**config.mk**
```make
export PLATFORM = sky130hd
export DESIGN_NAME = dmem_load_store_unit
export DESIGN_NICKNAME = d
export VERILOG_FILES = /design/src/rtl/dmem_load_store_unit.sv
export SDC_FILE = /design/constraint.sdc
export NUM_CORES = 1
export LEC_CHECK = 0
export ABC_AREA = 1
export ABC_CLOCK_PERIOD_IN_PS = 2400
export BUFFER_PORTS_ARGS = -buffer_cell sky130_fd_sc_hd__buf_2
export CORE_ASPECT_RATIO = 0.8
export CORE_UTILIZATION = 50
export DETAILED_ROUTE_END_ITERATION = 8
export HOLD_SLACK_MARGIN = 0.08
export PLACE_DENSITY_LB_ADDON = 0.1
export SYNTH_ARGS = -nofsm -noshare
export SYNTH_HDL_FRONTEND = slang
export SYNTH_SLANG_ARGS = --single-unit
```
**constraint.sdc**
```tcl
create_clock -name clk -period 2.4 [get_ports clk]
set_clock_uncertainty 0.05 [all_clocks]
set_input_delay 0.24 -clock clk [delete_from_list [all_inputs] [get_ports clk]]
set_output_delay 0.24 -clock clk [all_outputs]
set_load 0.01 [all_outputs]
```
**src/rtl/dmem_load_store_unit.sv**
```systemverilog
// MEM-stage load/store unit: one word-aligned data-memory request per access
// over a req/gnt/rvalid handshake, with store lane steering and right-justified
// load return. The pipeline is stalled until the access completes.
// Optional feature macro: MISALIGN_TRAP_EN. When it is defined, a misaligned
// access is trapped without issuing a request. When it is undefined, the
// address is forced aligned and the access proceeds normally.
module dmem_load_store_unit #(
  parameter int unsigned TIMEOUT_CYC = 255
) (
  input  logic        clk,
  input  logic        rst_n,
  input  logic        mem_read_i,
  input  logic        mem_write_i,
  input  logic [2:0]  func3_i,
  input  logic [31:0] addr_i,
  input  logic [31:0] wdata_i,
  output logic        stall_o,
  output logic [31:0] load_data_o,
  output logic        load_valid_o,
  output logic        misalign_o,
  output logic        bus_err_o,
  output logic        dmem_req_o,
  output logic        dmem_we_o,
  output logic [31:0] dmem_addr_o,
  output logic [3:0]  dmem_be_o,
  output logic [31:0] dmem_wdata_o,
  input  logic        dmem_gnt_i,
  input  logic        dmem_rvalid_i,
  input  logic [31:0] dmem_rdata_i
);

  localparam int unsigned CNT_W = (TIMEOUT_CYC < 2) ? 1 : $clog2(TIMEOUT_CYC + 1);

`ifdef MISALIGN_TRAP_EN
  localparam bit TRAP_EN = 1'b1;
`else
  localparam bit TRAP_EN = 1'b0;
`endif

  typedef enum logic [1:0] {IDLE, REQ, WAIT_R, DONE} state_t;

  state_t            state, state_nx;
  logic [CNT_W-1:0]  cnt, cnt_nx;
  logic [1:0]        off_q, off_nx;
  logic              req_nx, we_nx, load_valid_nx, misalign_nx, bus_err_nx;
  logic [31:0]       addr_nx, wdata_nx, load_data_nx;
  logic [3:0]        be_nx;

  logic        access, is_word, is_half, misaligned, timeout_hit;
  logic [1:0]  off_eff;
  logic [3:0]  be_lane;
  logic [31:0] wdata_lane;
  logic        unused_func3_sign;

  // Sign bit of func3 only matters to the downstream extender.
  assign unused_func3_sign = func3_i[2];

  // Access decode: width class, misalignment, aligned lane offset.
  always_comb begin
    access     = mem_read_i | mem_write_i;
    is_word    = func3_i[1];
    is_half    = (func3_i[1:0] == 2'b01);
    misaligned = (is_half & addr_i[0]) | (is_word & (addr_i[1:0] != 2'b00));
    off_eff    = is_word ? 2'b00 : (is_half ? {addr_i[1], 1'b0} : addr_i[1:0]);
    if (is_word) begin
      be_lane    = 4'b1111;
      wdata_lane = wdata_i;
    end else if (is_half) begin
      be_lane    = off_eff[1] ? 4'b1100 : 4'b0011;
      wdata_lane = {2{wdata_i[15:0]}};
    end else begin
      be_lane    = 4'(4'b0001 << off_eff);
      wdata_lane = {4{wdata_i[7:0]}};
    end
  end

  assign timeout_hit = (TIMEOUT_CYC != 0) && (cnt == CNT_W'(TIMEOUT_CYC));

  // Pipeline freeze while an access is outstanding; DONE releases for one cycle.
  assign stall_o = access & (state != DONE);

  // State and registered outputs.
  always_ff @(posedge clk or negedge rst_n) begin
    if (!rst_n) begin
      state        <= IDLE;
      cnt          <= '0;
      off_q        <= '0;
      dmem_req_o   <= 1'b0;
      dmem_we_o    <= 1'b0;
      dmem_addr_o  <= '0;
      dmem_be_o    <= '0;
      dmem_wdata_o <= '0;
      load_data_o  <= '0;
      load_valid_o <= 1'b0;
      misalign_o   <= 1'b0;
      bus_err_o    <= 1'b0;
    end else begin
      state        <= state_nx;
      cnt          <= cnt_nx;
      off_q        <= off_nx;
      dmem_req_o   <= req_nx;
      dmem_we_o    <= we_nx;
      dmem_addr_o  <= addr_nx;
      dmem_be_o    <= be_nx;
      dmem_wdata_o <= wdata_nx;
      load_data_o  <= load_data_nx;
      load_valid_o <= load_valid_nx;
      misalign_o   <= misalign_nx;
      bus_err_o    <= bus_err_nx;
    end
  end

  // Next-state and next-output logic.
  always_comb begin
    state_nx      = state;
    cnt_nx        = cnt;
    off_nx        = off_q;
    req_nx        = dmem_req_o;
    we_nx         = dmem_we_o;
    addr_nx       = dmem_addr_o;
    be_nx         = dmem_be_o;
    wdata_nx      = dmem_wdata_o;
    load_data_nx  = load_data_o;
    load_valid_nx = 1'b0;
    misalign_nx   = 1'b0;
    bus_err_nx    = 1'b0;
    unique case (state)
      IDLE: begin
        if (access) begin
          off_nx = off_eff;
          if (TRAP_EN && misaligned) begin
            state_nx     = DONE;
            misalign_nx  = 1'b1;
            load_data_nx = '0;
          end else begin
            state_nx = REQ;
            cnt_nx   = '0;
            req_nx   = 1'b1;
            we_nx    = mem_write_i;
            addr_nx  = {addr_i[31:2], 2'b00};
            be_nx    = be_lane;
            wdata_nx = mem_write_i ? wdata_lane : 32'h0;
          end
        end
      end
      REQ: begin
        cnt_nx = cnt + CNT_W'(1);
        if (timeout_hit || dmem_gnt_i) begin
          req_nx   = 1'b0;
          we_nx    = 1'b0;
          addr_nx  = '0;
          be_nx    = '0;
          wdata_nx = '0;
        end
        if (timeout_hit) begin
          state_nx     = DONE;
          bus_err_nx   = 1'b1;
          load_data_nx = '0;
        end else if (dmem_gnt_i) begin
          state_nx = dmem_we_o ? DONE : WAIT_R;
        end
      end
      WAIT_R: begin
        cnt_nx = cnt + CNT_W'(1);
        if (timeout_hit) begin
          state_nx     = DONE;
          bus_err_nx   = 1'b1;
          load_data_nx = '0;
        end else if (dmem_rvalid_i) begin
          state_nx      = DONE;
          load_data_nx  = dmem_rdata_i >> {off_q, 3'b000};
          load_valid_nx = 1'b1;
        end
      end
      DONE: state_nx = IDLE;
      default: state_nx = IDLE;
    endcase
  end

endmodule

```
; ---- Word level (Yosys, flattened, before mapping)
; Index checks and enable logic that the tools add are counted.
[word_totals]
ff_bits = 116
input_bits = 105
output_inout_bits = 106
elab_cells = 77
[classes]
addsub = 1
eq_ne = 11
shifts = 2
muxes = 39
bitwise_logic = 2
n_reduce_logical = 11
[op_table]
columns = op, n
row1 = 32-bit two-way mux, 9
row2 = 32-bit one-hot mux with 2 select lines, 3
row3 = 32-bit by 5-bit right shift with 32-bit output, 1
row4 = 4-bit two-way mux, 5
row5 = 8-bit one-hot mux with 2 select lines, 1
row6 = 2-bit two-way mux, 6
row7 = 1-bit two-way mux, 10
row8 = 3-bit AND reduction, 3
row9 = "8-bit by 1-bit adder with 8-bit output, second input constant", 1
row10 = "8-bit equality test, second input constant", 1
row11 = 8-bit two-way mux, 1
row12 = "2-bit inequality test, second input constant", 4
row13 = 2-bit one-hot mux with 4 select lines, 1
row14 = 4-bit one-hot mux with 2 select lines, 1
row15 = "3-bit inequality test, second input constant", 2
row16 = 2-bit nonzero test, 3
row17 = "2-bit by 1-bit equality test with 1-bit output, second input constant", 2
row18 = "2-bit equality test, second input constant", 2
row19 = 1-bit one-hot mux with 2 select lines, 2
row20 = 2-bit AND reduction, 2
row21 = "1-bit by 2-bit left shift with 4-bit output, first input constant", 1
row22 = 2-bit zero test, 1
row23 = 2-bit OR reduction, 1
row24 = 1-bit bitwise AND, 1
row25 = other kinds (2), 2

; ---- Depth between registers and ports, before layout
; Gate-level depths: netlist (run 1).
[logic_depth]
word_depth = 8
mapped_depth = 10
mapped_depth_nobuf = 9

; ---- Least setup slack after synthesis (run 1)
; No wires, ideal clock.
[synth_path]
kind = flip-flop to flip-flop
from = reg state[1]
to = reg dmem_addr_o[29]
setup_time_ns = 0.130
arrival_time_ns = 1.464
t_required_ns = 2.220
setup_slack_ns = 0.756
path_stages_with_launch = 11
path_buffers = 2
period_less_slack_ns = 1.644
path_cell_list = dfrtp_1 -> inv_1 -> ha_1 -> inv_1 -> nor2_1 -> a21oi_4 -> nand2_1 -> buf_6 -> buf_6 -> nand2_1 -> o21ai_1
[synth_between]
elab_chain_cells = 3
word_cells_on_any_way = 7
cone_classes = 3 x eq/ne / 1 x mux / 3 x reduce/logical
[synth_lines]
columns = item, line
row1 = "start, declared", 42  ; state_t state, state_nx;
row2 = "start signal, assigned", 98  ; state <= state_nx;
row3 = 2-bit by 1-bit equality test with 1-bit output or 2-bit zero test (tied branches), 127  ; unique case (state)
row4 = 2-bit inequality test (no line) or 2-bit nonzero test (tied branches), n/a
row5 = 3-bit AND reduction (no line), n/a
row6 = "end signal, assigned", 103  ; dmem_addr_o <= addr_nx;
row7 = "end, declared", 24  ; output logic [31:0] dmem_addr_o,
; Parallel ways exist; a longest one is shown, timed or not.
; A chain may end at the register's enable or synchronous reset.

; ---- Final worst setup path (run 1)
[layout_path]
from = reg state[1]
to = reg dmem_wdata_o[1]
[layout_between]
elab_chain_cells = 3
word_cells_on_any_way = 7
cone_classes = 3 x eq/ne / 1 x mux / 3 x reduce/logical
[layout_lines]
columns = item, line
row1 = 2-bit by 1-bit equality test with 1-bit output or 2-bit zero test (tied branches), 127
row2 = 2-bit inequality test (no line) or 2-bit nonzero test (tied branches), n/a
row3 = 3-bit AND reduction (no line), n/a
row4 = "end signal, assigned", 105  ; dmem_wdata_o <= wdata_nx;
row5 = "end, declared", 26  ; output logic [31:0] dmem_wdata_o,
; Parallel ways exist; a longest one is shown, timed or not.

==> results of run 1 <==
==> cell type report <==
| cell class | instances | share of cell area |
|---|---|---|
| clock buffers | 20 | 0.05726 |
| clock inverters | 11 | 0.01764 |
| inverters | 88 | 0.04234 |
| multi-input cells | 490 | 0.2836 |
| flip-flops and latches | 114 | 0.3657 |
| well taps | 144 | 0.02310 |
| repair buffers | 266 | 0.2104 |
==> worst max-delay path: stages, from the launching register on <==
cell and delay [ns]:
dfrtp_1 0.41, inv_1 0.12, ha_1 0.28, inv_1 0.14, nor2_1 0.19, a21oi_4 0.10
nand2_2 0.27, buf_12 0.27, nand2_1 0.10, o21ai_0 0.08
==> final timing paths <==
path / startpoint / endpoint / slack, ns / depth (start not counted)
max: state[1] / dmem_wdata_o[1] / 0.30 / 9
min: wdata_i[2] / dmem_wdata_o[2] / 0.09 / 3
max reg2reg: state[1] / dmem_wdata_o[1] / 0.30 / 9
min reg2reg: load_data_o[4] / load_data_o[4] / 0.42 / 2
max in group asynchronous: rst_n / dmem_wdata_o[31] / 1.27 / 3
min in group asynchronous: rst_n / load_data_o[28] / 0.34 / 2
==> power breakdown <==
group / switching (mW) / leakage [nW] / internal, mW
Sequential: 0.483 / 1.52 / 2.63
Combinational: 2.38 / 2.57 / 1.38
Clock: 0.861 / 0.281 / 1.64
Total: 3.72 / 4.37 / 5.65
==> cell families after synthesis <==
kind of cell    count (synthesis)  share of synthesized area
fa+ha+maj                       5                    0.01115
other cells                     1                  0.0006686
simple gates                  308                     0.2159
compound gates                173                     0.1619
buf+inv                       128                     0.1002
flops                         114                     0.5086
xor+xnor                        1                   0.001562
==> metal layers <==
layer,up-vias,share of wire,GRT usage
li1,2778,-,-
met1,2594,0.41,0.3511
met2,245,0.48,0.4598
met3,42,0.078,0.08962
met4,0,0.028,0.1225
met5,-,0,0
==> synthesized netlist by cell type (all sizes together) <==
cell / n
inv: 88
dfrtp: 114
nand4: 4
o21ai: 145
o21bai: 1
nand2: 228
clkbuf: 20
a21oi: 26
buf: 20
ha: 5
xor2: 1
conb: 1
a21o: 1
nand3: 14
nor2: 62
==> what timing repair did <==
item	4_1_cts	5_1_grt
hold buffers	48	0
resized for setup	0	0
endpoints found under the hold margin	92	0
==> stage by stage <==
step | instance area, um^2 | setup WS [ns] | cells
6_report | 7801 | 0.2961 | 1133
5_1_grt | 7801 | 0.1380 | 1133
4_1_cts | 7801 | 0.3001 | 1133
3_5_place_dp | 6736 | 0.3049 | 1054
3_3_place_gp | 6736 | 0.4145 | 1054
2_1_floorplan | 5617 | 0.7558 | 732
==> state kept, by name, indices dropped and copies added (netlist names) <==
| register | flops |
|---|---|
| state | 2 |
| dmem_wdata_o | 32 |
| load_data_o | 32 |
| cnt | 8 |
| bus_err_o | 1 |
| dmem_addr_o | 30 |
| dmem_req_o | 1 |
| load_valid_o | 1 |
| off_q | 2 |
| dmem_we_o | 1 |
| dmem_be_o | 4 |
==> cells in the final DEF (no fill, tap or decap), drive strengths merged, types with 5 or more instances in the layout <==
master       synthesis  layout
nor2                62      62
inv                 88      88
buf                 20     218
ha                   5       5
a21oi               26      26
nand3               14      14
clkbuf              20      20
clkinv               0       5
dlygate4sd3          0      48
o21ai              145     145
dfrtp              114     114
nand2              228     228
==> results.md, run 1 <==
* Register Area at 2853 um^2
* Core Footprint at 10890 um^2
* Die X at ~120 um
* Input/output buffers at 206
* Wirelength per Cell at 13.98 um
* Footprint of the multi-input gates at roughly 2200 um^2
* Via count at 5659
* Gr usage total at 0.2847
* Final setup violating endpoints at 0
* Critical Path Sink Type: flop
* Tmin final at 2.104 ns
* Boundary pin count at between 200 and 250
* Mapped cell area at 5609 um^2
* CTS tree: yes
* Kind of critical path: reg2reg
* Residual DRC at 0
* Max Clk Rate at 475.3 MHz
* Clock Tree Root: clkbuf_16
* Relative slew slack at 0.3843
* Antenna diodes at 0
* Yosys reg bits at 114
* Synthesized area per cell at 7.684 um^2
* Post-CTS Setup Repair Bufs at 0
* Final-report max-slew violation count at 0
* Post-DP HPWL at 10410 um
* Share of the synthesized area in the top cell type at 0.5086
* Iteration-0 DRC Markers at 348
* Clock Latency Late Sink at between 0.4 and 0.5 ns
* Reg clk slew, reported paths at 0.05 ns
* Gate Count Post-Synth at 730
* H-tree depth at 4
* Die Span Y at roughly 97 um
* Final Cycle Share at 0.8766
* WHS at 0.08842 ns
* Sequential fraction of the synthesis area at 0.5086
* Cts bufs inserted at 17
* Drt pass-1 iters at 5
* Crit path required time at 2.67 ns
* Antenna violation net count after detailed routing at 0
* Area grow syn2layout at 39.08%
* Total wire length at 15840 um
* Synth area leader: dfrtp_1
* Vias in the first global route at approximately 5600
* Max clock buf depth at 2
* First-pass GRT wire length at between 20000 and 30000 um
* Synth warnings at 0
* Outcome: completed
* Initial Util at 0.5151
* Core Util, Final at 0.7163
* Static leakage at 4.374 nW
* GP Congestion at between 0.8 and 0.9
* Largest net degree at the start of global routing at 53
* Number of vias per cell at between 4 and 5
* Worst-margin pin slew at 0.9236 ns
* Max Cap Viol at 0
* NumNets Final at 1087
* CTS sink cnt at 114
* Synth top area cells: dfrtp_1 (51%), nand2_1 (15%), o21ai_0 (7.6%), inv_1 (5.8%), o21ai_1 (4.7%)
* Crit Path Max Fanout at 43
* Full die area at 11650 um^2
* Fill cells at 869
* Pwr dens at 1202 nW/um^2
* Hold Vio Cnt, Final at 0
* Site Rows at 34
* Min-Delay Path Class: in2reg
* Crit path arrival time at 2.38 ns
* Count of cell types in the netlist at 25
* Share of layout cells above drive strength 1 at 0.2659
* RSZ-0062 raised after global routing: false
* Grt ovf at 0
* Critical path launch point type: flop
* Total power at 9.374 mW
* Worst ir drop on vdd at slightly below 700 uV
* Setup TNS Final at 0 ns
* Initial antenna violation count at 0
No activity file was read; power rests on OpenSTA's default activity.
==> inputs of run 2 (changes only) <==
--- a/config.mk
+++ b/config.mk
@@ -9,6 +9,7 @@
 export ABC_CLOCK_PERIOD_IN_PS = 2400
 export BUFFER_PORTS_ARGS = -buffer_cell sky130_fd_sc_hd__buf_2
 export CORE_ASPECT_RATIO = 0.8
+export CORE_MARGIN = 2
 export CORE_UTILIZATION = 50
 export DETAILED_ROUTE_END_ITERATION = 8
 export HOLD_SLACK_MARGIN = 0.08
==> results.md, run 2 (synthesis results as in run 1) <==
* Outcome: completed
* Initial antenna violation count at 0
* Fill cells at around 850
* Worst r2r src: state[1]
* Final Cycle Share at 0.8271
* Pint at 5.948 mW
* Hold_sp: wdata_i[14]
* Boundary pin count at around 210
* Total wire length at around 16000 um
* Post-CTS Setup Repair Bufs at 0
* Input/output buffers at 206
* Max clock buf depth at 2
* R2R depth at 9
* Area grow syn2layout at 40.60%
* Final-report max-slew violation count at 0
* Gr usage total at 0.2762
* Min-Delay Path Class: in2reg
* RSZ-0062 raised after global routing: false
* Setup TNS Final at 0 ns
* Relative slew slack at 0.3880
* Clock Latency Late Sink at about 0.4 ns
* Total power at 9.662 mW
* Reg2reg end: dmem_addr_o[7]
* Post-route cell area at 7886 um^2
* GP Congestion at 0.8513
* Initial Util at 0.5151
* Full die area at 12090 um^2
* Biggest registers after layout: dmem_wdata_o (32), load_data_o (32), dmem_addr_o (30)
* Max Clk Rate at a little over 500 MHz
* Tmin final at just under 2 ns
* Placed inst area at approximately 6700 um^2
* Crit Path Max Fanout at 74
* Max Cap Viol at 0
* CP max stage delay at 0.41 ns
* Cts bufs inserted at 17
* Core Util, Final at 0.7242
* Worst path most repeated cell: inv_1
* Post-DP HPWL at approximately 11000 um
* Wirelength per Cell at 14.17 um
* Residual DRC at 0
* Grt ovf at 0
* Slowest stage cell, crit path: dfrtp_1
* Reg2Reg Setup Slack at 0.41 ns
* CTS tree: yes
* Reg clk slew, reported paths at 0.05 ns
* Most frequent cells in the layout: nand2_1 (225), buf_2 (205), dfrtp_1 (113), inv_1 (86), o21ai_0 (85)
* Via count at 5633
* Crit path required time at between 2 and 3 ns
* Comb power frac at 0.378
* Clock Tree Root: clkbuf_16
* CTS resizes at 0
* CP startpoint: state[1]
* WHS at 0.09063 ns
* H-tree depth at 4
* Commonest non-fill, non-tap cell in the layout: nand2_1
* Pwr dens at 1225 nW/um^2
* CTS sink cnt at 114
* Reg power frac at 0.328
* Worst Setup EP: dmem_addr_o[7]
* Number of vias per cell at 4.967
* Hold-fix buffers at CTS at 51
* First-pass GRT wire length at 26240 um
* Final setup violating endpoints at 0
* Antenna violation net count after detailed routing at 0
* Die Span Y at 98.74 um
* Clock power frac at 0.294
* Pre-CTS setup slack at approximately 0.45 ns
* Share of layout cells above drive strength 1 at 0.2646
* Core Footprint at between 10000 and 15000 um^2
* Vias in the first global route at ~5700
* Static leakage at 4.412 nW
* Die X at 122.4 um
* Kind of critical path: reg2reg
* Antenna diodes at 0
* P_sw at 3.714 mW
* Critical Path Sink Type: flop
* Crit path arrival time at 2.26 ns
* Largest net degree at the start of global routing at 75
* Final Non-Filler Cells at 1134
* Hold Vio Cnt, Final at 0
* NumNets Final at 1087
* Worst ir drop on vdd at just over 800 uV
* Setup ws final at approximately 0.41 ns
* Iteration-0 DRC Markers at 355
* Sw Ratio at 0.3844
* Critical path launch point type: flop
* Hold depth at 3
* Worst-margin pin slew at roughly 0.9 ns
* Cell Chain, Critical Path: inv_1 -> ha_1 -> inv_1 -> nor2_1 -> a21oi_4 -> nand2_2 -> buf_12 -> nand2_1 -> o21ai_1
* Dpl cells at 1051
* Site Rows at 34
* Drt pass-1 iters at 5
run 2: area by class of cell:
type,instances,area (um^2),area share
Inverter,88,330.3,0.04188
Sequential cell,114,2854,0.3619
Tap cell,144,180.2,0.02285
Clock buffer,24,501.7,0.06362
Timing Repair Buffer,266,1637,0.2075
Multi-Input combinational cell,490,2212,0.2805
Clock inverter,8,171.4,0.02174
run 2: worst min-delay path by stage:
| stage | to | slack, ns |
|---|---|---|
| after global placement | dmem_addr_o[8] | 0.20 |
| after global routing | dmem_wdata_o[12] | 0.11 |
| after detailed placement | load_data_o[28] | 0.21 |
| after floorplan | bus_err_o | -0.11 |
| final | dmem_wdata_o[14] | 0.09 |
| after CTS | dmem_wdata_o[14] | 0.08 |
run 2: per-layer routing:
metal | GRT usage | vias up | part of all wire
li1 | - | 2791 | -
met1 | 0.3458 | 2613 | 0.42
met2 | 0.4560 | 196 | 0.49
met3 | 0.06829 | 33 | 0.072
met4 | 0.1185 | 0 | 0.023
met5 | 0 | - | 0
run 2: power groups by stage:
stage / clock network [mW] / logic (mW) / registers, mW
after CTS: 2.87 / 3.65 / 3.16
after detailed placement: 0 / 3.58 / 3.17
after global routing: 2.95 / 4.12 / 3.27
after floorplan: 0 / 2.22 / 3.31
after global placement: 0 / 3.47 / 3.14
final: 2.84 / 3.65 / 3.17
run 2: worst max-delay path: cells and delay by family, from the launching register on:
family,cells,cell delay (ns)
AOI/OAI and AO/OA,2,0.20
adders and majority gates,1,0.27
buffers and inverters,3,0.52
DFF,1,0.41
and+or+nand+nor,3,0.38
